===== src/rtl/core_test_monitor_pkg.sv =====
// core_test_monitor_pkg: shared state encoding and halt-loop encoding for the core test monitor
package core_test_monitor_pkg;
  typedef enum logic [2:0] {
    HOLD  = 3'd0,
    RUN   = 3'd1,
    DRAIN = 3'd2,
    DONE  = 3'd3,
    TOUT  = 3'd4
  } state_t;
  localparam logic [6:0] OP_JAL = 7'b1101111;
  localparam logic [31:0] DEF_HALT_INSTR = {20'h0, 5'd0, OP_JAL};
endpackage


===== src/rtl/core_test_monitor_sat_counter32.sv =====
// sat_counter32: 32-bit up counter with sync clear that sticks at all-ones
module sat_counter32 (
  input  logic        clk,
  input  logic        clr,
  input  logic        en,
  output logic [31:0] count
);
  always_ff @(posedge clk)
    if (clr) count <= '0;
    else if (en && count != '1) count <= count + 32'd1;
endmodule


===== src/rtl/core_test_monitor.sv =====
// core_test_monitor: core reset release, halt-loop detect and sticky verdict; MONITOR_PCHIST_EN adds a 4-deep PC history
module core_test_monitor
  import core_test_monitor_pkg::*;
#(
  parameter int unsigned RST_CYCLES     = 4,
  parameter logic [31:0] HALT_INSTR     = DEF_HALT_INSTR,
  parameter int unsigned HALT_REPEAT    = 3,
  parameter int unsigned DRAIN_CYCLES   = 5,
  parameter logic [31:0] PASS_VALUE     = 32'd0,
  parameter int unsigned TIMEOUT_CYCLES = 100000
) (
  input  logic         clk,
  input  logic         rst,
  output logic         core_rst,
  input  logic [31:0]  pc,
  input  logic [31:0]  instr,
  input  logic [31:0]  rf_a0,
  output logic         done,
  output logic         pass,
  output logic         fail,
  output logic         timeout,
  output logic [31:0]  cycle_count,
  output logic [31:0]  fetch_count,
  output logic [31:0]  halt_pc,
  output logic [31:0]  result,
  output logic [127:0] pc_hist
);
  state_t      state;
  logic [7:0]  hold_cnt;
  logic [31:0] prev_pc, rep_cnt, rep_nxt, drain_cnt;
  logic        running, moved, tout_hit, fetch_en;
  assign running  = state == RUN || state == DRAIN;
  assign moved    = pc != prev_pc;
  assign rep_nxt  = instr == HALT_INSTR ? (moved ? 32'd1 : rep_cnt + 32'd1) : 32'd0;
  assign tout_hit = running && cycle_count == TIMEOUT_CYCLES - 1;
  assign fetch_en = state == RUN && moved && !tout_hit;
  sat_counter32 u_cycles (.clk(clk), .clr(rst), .en(running && !tout_hit), .count(cycle_count));
  sat_counter32 u_fetches (.clk(clk), .clr(rst), .en(fetch_en), .count(fetch_count));
  always_ff @(posedge clk)
    if (rst) begin
      state     <= HOLD;
      core_rst  <= 1'b1;
      hold_cnt  <= '0;
      prev_pc   <= '0;
      rep_cnt   <= '0;
      drain_cnt <= '0;
      done      <= 1'b0;
      pass      <= 1'b0;
      fail      <= 1'b0;
      timeout   <= 1'b0;
      halt_pc   <= '0;
      result    <= '0;
    end else if (tout_hit) begin
      state   <= TOUT;
      done    <= 1'b1;
      timeout <= 1'b1;
    end else
      case (state)
        HOLD: begin
          hold_cnt <= hold_cnt + 8'd1;
          if (hold_cnt == 8'(RST_CYCLES - 1)) begin
            state    <= RUN;
            core_rst <= 1'b0;
          end
        end
        RUN: begin
          prev_pc <= pc;
          rep_cnt <= rep_nxt;
          if (rep_nxt == HALT_REPEAT) begin
            halt_pc <= pc;
            state   <= DRAIN;
          end
        end
        DRAIN: begin
          drain_cnt <= drain_cnt + 32'd1;
          if (drain_cnt == DRAIN_CYCLES) begin
            result <= rf_a0;
            done   <= 1'b1;
            pass   <= rf_a0 == PASS_VALUE;
            fail   <= rf_a0 != PASS_VALUE;
            state  <= DONE;
          end
        end
        default: ;
      endcase
`ifdef MONITOR_PCHIST_EN
  logic [127:0] hist;
  always_ff @(posedge clk)
    if (rst) hist <= '0;
    else if (fetch_en) hist <= {hist[95:0], pc};
  assign pc_hist = hist;
`else
  assign pc_hist = '0;
`endif
endmodule


===== config.mk =====
export PLATFORM = sky130hd
export DESIGN_NAME = core_test_monitor
export DESIGN_NICKNAME = d
export VERILOG_FILES = /design/src/rtl/core_test_monitor_pkg.sv /design/src/rtl/core_test_monitor_sat_counter32.sv /design/src/rtl/core_test_monitor.sv
export SDC_FILE = /design/constraint.sdc
export NUM_CORES = 1
export LEC_CHECK = 0
export ABC_CLOCK_PERIOD_IN_PS = 5400
export CAP_MARGIN = 5
export CORE_MARGIN = 10
export CORE_UTILIZATION = 40
export CTS_CLUSTER_SIZE = 40
export DETAILED_ROUTE_END_ITERATION = 10
export PLACE_DENSITY = 0.73
export SLEW_MARGIN = 15
export SYNTH_ARGS = -nofsm -noshare
export SYNTH_HDL_FRONTEND = slang
export SYNTH_SLANG_ARGS = --single-unit

===== constraint.sdc =====
create_clock -name clk -period 5.4 [get_ports clk]
set_input_delay 0.81 -clock clk [delete_from_list [all_inputs] [get_ports clk]]
set_output_delay 0.81 -clock clk [all_outputs]
set_load 0.03 [all_outputs]

# Word-level counts from Yosys, hierarchy flattened
# Index checks and enable logic that the tools add are counted.
dict set report op_classes {
  addsub 5
  n_mux 10
  reduce_logical 25
  n_eq_ne 16
  n_bitwise 1
}
# operator n
set op_table {}
lappend op_table {{$add A32 B1 Y32 const B} 4}
lappend op_table {{$mux W32} 2}
lappend op_table {{$ne A32 B32 Y1 const B} 2}
lappend op_table {{$eq A32 B17 Y1 const B} 1}
lappend op_table {{$eq A32 B2 Y1 const B} 1}
lappend op_table {{$eq A32 B3 Y1 const B} 1}
lappend op_table {{$eq A32 B7 Y1 const B} 1}
lappend op_table {{$logic_not A32 Y1} 1}
lappend op_table {{$ne A32 B32 Y1} 1}
lappend op_table {{$reduce_bool A32 Y1} 1}
lappend op_table {{$mux W3} 4}
lappend op_table {{$pmux W3 S3} 1}
lappend op_table {{$reduce_and A3 Y1} 3}
lappend op_table {{$add A8 B1 Y8 const B} 1}
lappend op_table {{$eq A8 B2 Y1 const B} 1}
lappend op_table {{$reduce_and A2 Y1} 4}
lappend op_table {{$reduce_and A4 Y1} 2}
lappend op_table {{$logic_and A1 B1 Y1} 6}
lappend op_table {{$ne A3 B2 Y1 const B} 2}
lappend op_table {{$ne A2 B1 Y1 const B} 2}
lappend op_table {{$reduce_bool A2 Y1} 2}
lappend op_table {{$reduce_bool A4 Y1} 1}
lappend op_table {{$eq A3 B1 Y1 const B} 1}
lappend op_table {{$eq A3 B2 Y1 const B} 1}
lappend op_table {{other kinds (9)} 11}
dict set report totals {
  regBits 240
  word_cells 72
  out_inout_bits 261
}

# Depth between registers and ports, before layout
dict set report depth {
  ltp_word 7
  mapped_depth 10
  depth_no_buf 9
}

# By module
# A second synthesis with hierarchy kept.
dict set report hier_totals {
  cells_unflattened 1573
  hier_area_um2 12787.3
}
# mod area_per_inst_um2 cells_each instances
set by_module_without_submodules {}
lappend by_module_without_submodules {core_test_monitor 9399.0 1169 1}
lappend by_module_without_submodules {{sat_counter32 at u_fetches} 1714.1 205 1}
lappend by_module_without_submodules {{sat_counter32 at u_cycles} 1674.1 199 1}

# Worst setup path before layout
# No wires, ideal clock.
dict set report synth_path {
  path_kind {input -> register}
  from {input instr[4]}
  to {register halt_pc[0]}
  setup_ns 0.128
  setup_slack_ns 1.550
  required_time_ns 5.272
  stages 8
  arrival_time_ns 3.722
  cell_sequence {or4b_1 or4_4 or4_1 or4b_4 nor4_4 buf_6 mux2i_1 nor2_1}
}
dict set report synth_via {
  elab_chain_len 4
}
# item line
set synth_rtl {}
lappend synth_rtl {{start, declared} core_test_monitor.sv:16} ;# input logic [31:0] instr,
lappend synth_rtl {{$eq A32 B7 Y1} core_test_monitor.sv:34} ;# assign rep_nxt = instr == HALT_INSTR ? (moved ? 32'd1 : rep_cnt + 32'd1) : 32'd0;
lappend synth_rtl {{$mux W32} core_test_monitor.sv:34}
lappend synth_rtl {{$eq A32 B2 Y1} core_test_monitor.sv:69} ;# if (rep_nxt == HALT_REPEAT) begin
lappend synth_rtl {{$reduce_and A3 Y1 (no line)} n/a}
lappend synth_rtl {{end signal, assigned} core_test_monitor.sv:70} ;# halt_pc <= pc;
lappend synth_rtl {{end, declared} core_test_monitor.sv:24} ;# output logic [31:0] halt_pc,
# Every way passes these cells.
# A chain may end at the register's enable or synchronous reset.

# Final worst setup path
dict set report layout_path {
  from {input instr[4]}
  to {register halt_pc[5]}
}
# The elaborated chain is that of the path after synthesis.

==> impl_metrics.py <==
metrics = {
    "clocking": {
        "ctsResizeCount": 0,
        "root_buffer": "clkbuf_16",
        "cts_made_buffers": 27,
        "cts_hold_buf": 0,
        "clock-sinks": 240,
        "clkLatencyLatePin_ns": 0.54,
        "htreeDepth": 1,
        "cts_setup_buffers": 0,
        "cts_tree": "built",
        "clockBufferDepth": 3,
        "clkTransAtPathRegs_ns": 0.06,
    },
    "timing": {
        "fin_setup_tns_ns": 0,
        "timing.fmax_ghz": 0.245,
        "fin_crit_ns": 4.09,
        "tightest_slew_ns": 1.06,
        "setup_violations": 0,
        "skew_ns": 0.0176,
        "min_period_over_period": 0.756,
        "slew_headroom": 0.292,
        "rsz0062_at_grt": "no",
        "slew_violations": 0,
        "fin_ws_ns": 1.32,
        "final_hold_viol_count": 0,
    },
    "yosys": {
        "syn_area_mm2": 0.0121,
        "synth_cell_types": 57,
        "synth_area_per_cell_um2": 8.28,
        "async_flop_share": 0,
        "synth.most_common_cell": "dfxtp_1",
        "yosysTopAreaCell": "dfxtp_1",
        "yosysWarnings": 0,
        "synth_area_leaders": "dfxtp_1, buf_4, xor2_1",
        "yosysSeqAreaShare": 0.396,
        "synthCells": 1466,
        "ys_ff_latch": 240,
        "synth_commonest_cells": "dfxtp_1, nor2_1, nand2_1",
        "synth_top_area_share": 0.396,
        "synth_ff_type": "dfxtp_1",
        "synth_edf_count": 0,
    },
    "global_route": {
        "grt_start_max_net_pins": 140,
        "grt_usage": 0.168,
        "grt_antenna_before_repair": 0,
        "grt_pass1_wl_mm": 54.5,
        "grt_overflow": 0,
        "grt_pass1_vias": 10200,
    },
    "detailed_routing": {
        "drc": 0,
        "via_per_inst": 5.07,
        "dr_total_vias": 10500,
        "top_layer": "met4",
        "wl_met3_mm": 3.65,
        "first_pass_iters": 6,
        "wirelength_met1_mm": 14.0,
        "antenna_left": 0,
        "drt_first_iter_violations": 627,
        "wire_per_inst_um": 16.3,
        "wl_met2_mm": 15.5,
        "routed_wl_mm": 33.8,
    },
    "placed_design": {
        "dpl.hpwl_mm": 24.2,
        "portBuffers": 230,
        "pre_cts_ws_ns": 0.771,
        "gp_congestion": 0.878,
        "place_inst": 2028,
    },
    "critical_path": {
        "cp_top_family": "simple AND/OR/NAND/NOR gates",
        "slowest_stage": "or4_4",
        "endpoint_kind": "flip-flop",
        "required_ns": 5.77,
        "cp_cell_sequence": "clkdlybuf4s50_1, or4b_1, or4_4, or4_1, or4b_4, nor4_4, buf_4, mux2i_1, nor2_1",
        "critical_path_class": "input port to flip-flop",
        "cpPeakStageDelay_ns": 0.56,
        "arrival_ns": 4.46,
        "critical_path.max_fanout": 32,
        "crit_path_start_kind": "input port",
        "path_buf_inv": 2,
    },
    "cells_and_area": {
        "num_antenna_cells": 0,
        "nNetsFinal": 1771,
        "instances_no_fill": 2078,
        "syn_to_final_growth_pct": 25.0,
        "layout-drive-gt1-share": 0.0432,
        "n_fill_cell": 2804,
    },
    "flow_run": {
        "max_cap_viol_count": 0,
    },
    "power": {
        "p_leak_nw": 5.63,
        "powerDensity_mw_per_mm2": 267,
        "ir_drop_mv": 0.280,
    },
    "floorplan": {
        "die_y_um": 194,
        "ioPinCount": 359,
        "die_x_um": 194,
        "die_area_mm2": 0.0377,
        "core_region_area_mm2": 0.0298,
        "start_util": 0.407,
        "rows": 63,
    },
    "status": {
        "status": "complete, no violations",
    },
    "worst_hold_path": {
        "hold_class": "flip-flop to flip-flop",
    },
}
[report_power, final]
part	internal [mW]	switching, mW	leakage, nW	total [mW]
Combinational	0.116	0.260	3.25	0.376
Clock	1.12	0.734	0.447	1.86
Sequential	1.79	0.0184	1.93	1.81
Total	3.04	1.01	5.63	4.05
[cell usage in the layout (no fill, tap or decap), drive strengths merged, types with 3 or more instances in the layout]
master,instances
a21oi,81
a31oi,10
and2,8
and3,20
and4,13
and4b,3
buf,12
clkbuf,42
clkdlybuf4s50,229
clkinv,4
conb,128
dfxtp,240
ha,6
inv,19
mux2i,68
nand2,136
nand3,45
nand3b,8
nand4,54
nor2,205
nor2b,9
nor3,35
nor4,48
nor4b,5
nor4bb,3
o211ai,4
o21ai,49
or2,8
or3,26
or4,10
or4b,4
xnor2,34
xor2,99
[stage by stage]
stage               cell area [um^2]  utilization  hold WS, ns  power, mW
floorplan                      12600            -        0.448       2.16
global placement               14300        0.479        0.438       2.22
detailed placement             14300        0.479        0.446       2.22
CTS                            15200        0.509        0.460       4.09
global route                   15200        0.509        0.475       4.20
finish                         15200        0.509        0.455       4.05
[cell families (layout without fill, tap and decap cells)]
logic type      after synthesis  after routing  share of synthesized area
compound gates              159            159                     0.0720
xor+xnor                    133            133                     0.0960
fa+ha+maj                     6              6                    0.00618
buf+inv                     214            309                      0.108
flops                       240            240                      0.396
mux                          68             68                     0.0561
other cells                   1            128                   0.000309
simple gates                645            645                      0.266
[flip-flops by register name (all words and copies together), names as in the netlist, 3 cells and up]
signal / flops
drain_cnt: 32
halt_pc: 32
prev_pc: 32
rep_cnt: 32
result: 32
u_cycles.count: 32
u_fetches.count: 32
hold_cnt: 8
state: 3
[path summary, 6_finish.rpt]
check	start	slack, ns	end	cells past startpoint
setup / recovery	instr[4]	1.32	halt_pc[5]$_SDFFE_PP0P_	9
hold / removal	core_rst$_SDFFE_PP1P_	0.46	core_rst$_SDFFE_PP1P_	1
setup reg to reg	rep_cnt[2]$_SDFFE_PP0P_	1.47	halt_pc[5]$_SDFFE_PP0P_	9
hold reg to reg	core_rst$_SDFFE_PP1P_	0.46	core_rst$_SDFFE_PP1P_	1
[final cells by class]
type                            count  area [um^2]  share of cell area
Clock buffer                       42          812              0.0535
Inverter                           18         67.6             0.00445
Sequential cell                   240         4800               0.317
Tap cell                          390          488              0.0322
Multi-Input combinational cell   1139         6510               0.429
Clock inverter                      8         96.3             0.00635
Timing Repair Buffer              241         2400               0.158
[layer usage]
| metal | vias up | GRT usage |
|---|---|---|
| met4 | 0 | 0.0383 |
| met1 | 4877 | 0.203 |
| met3 | 42 | 0.0731 |
| met5 | - | 0 |
| met2 | 397 | 0.268 |
| li1 | 5210 | - |
Note: power is estimated with default switching activity, not from simulation.
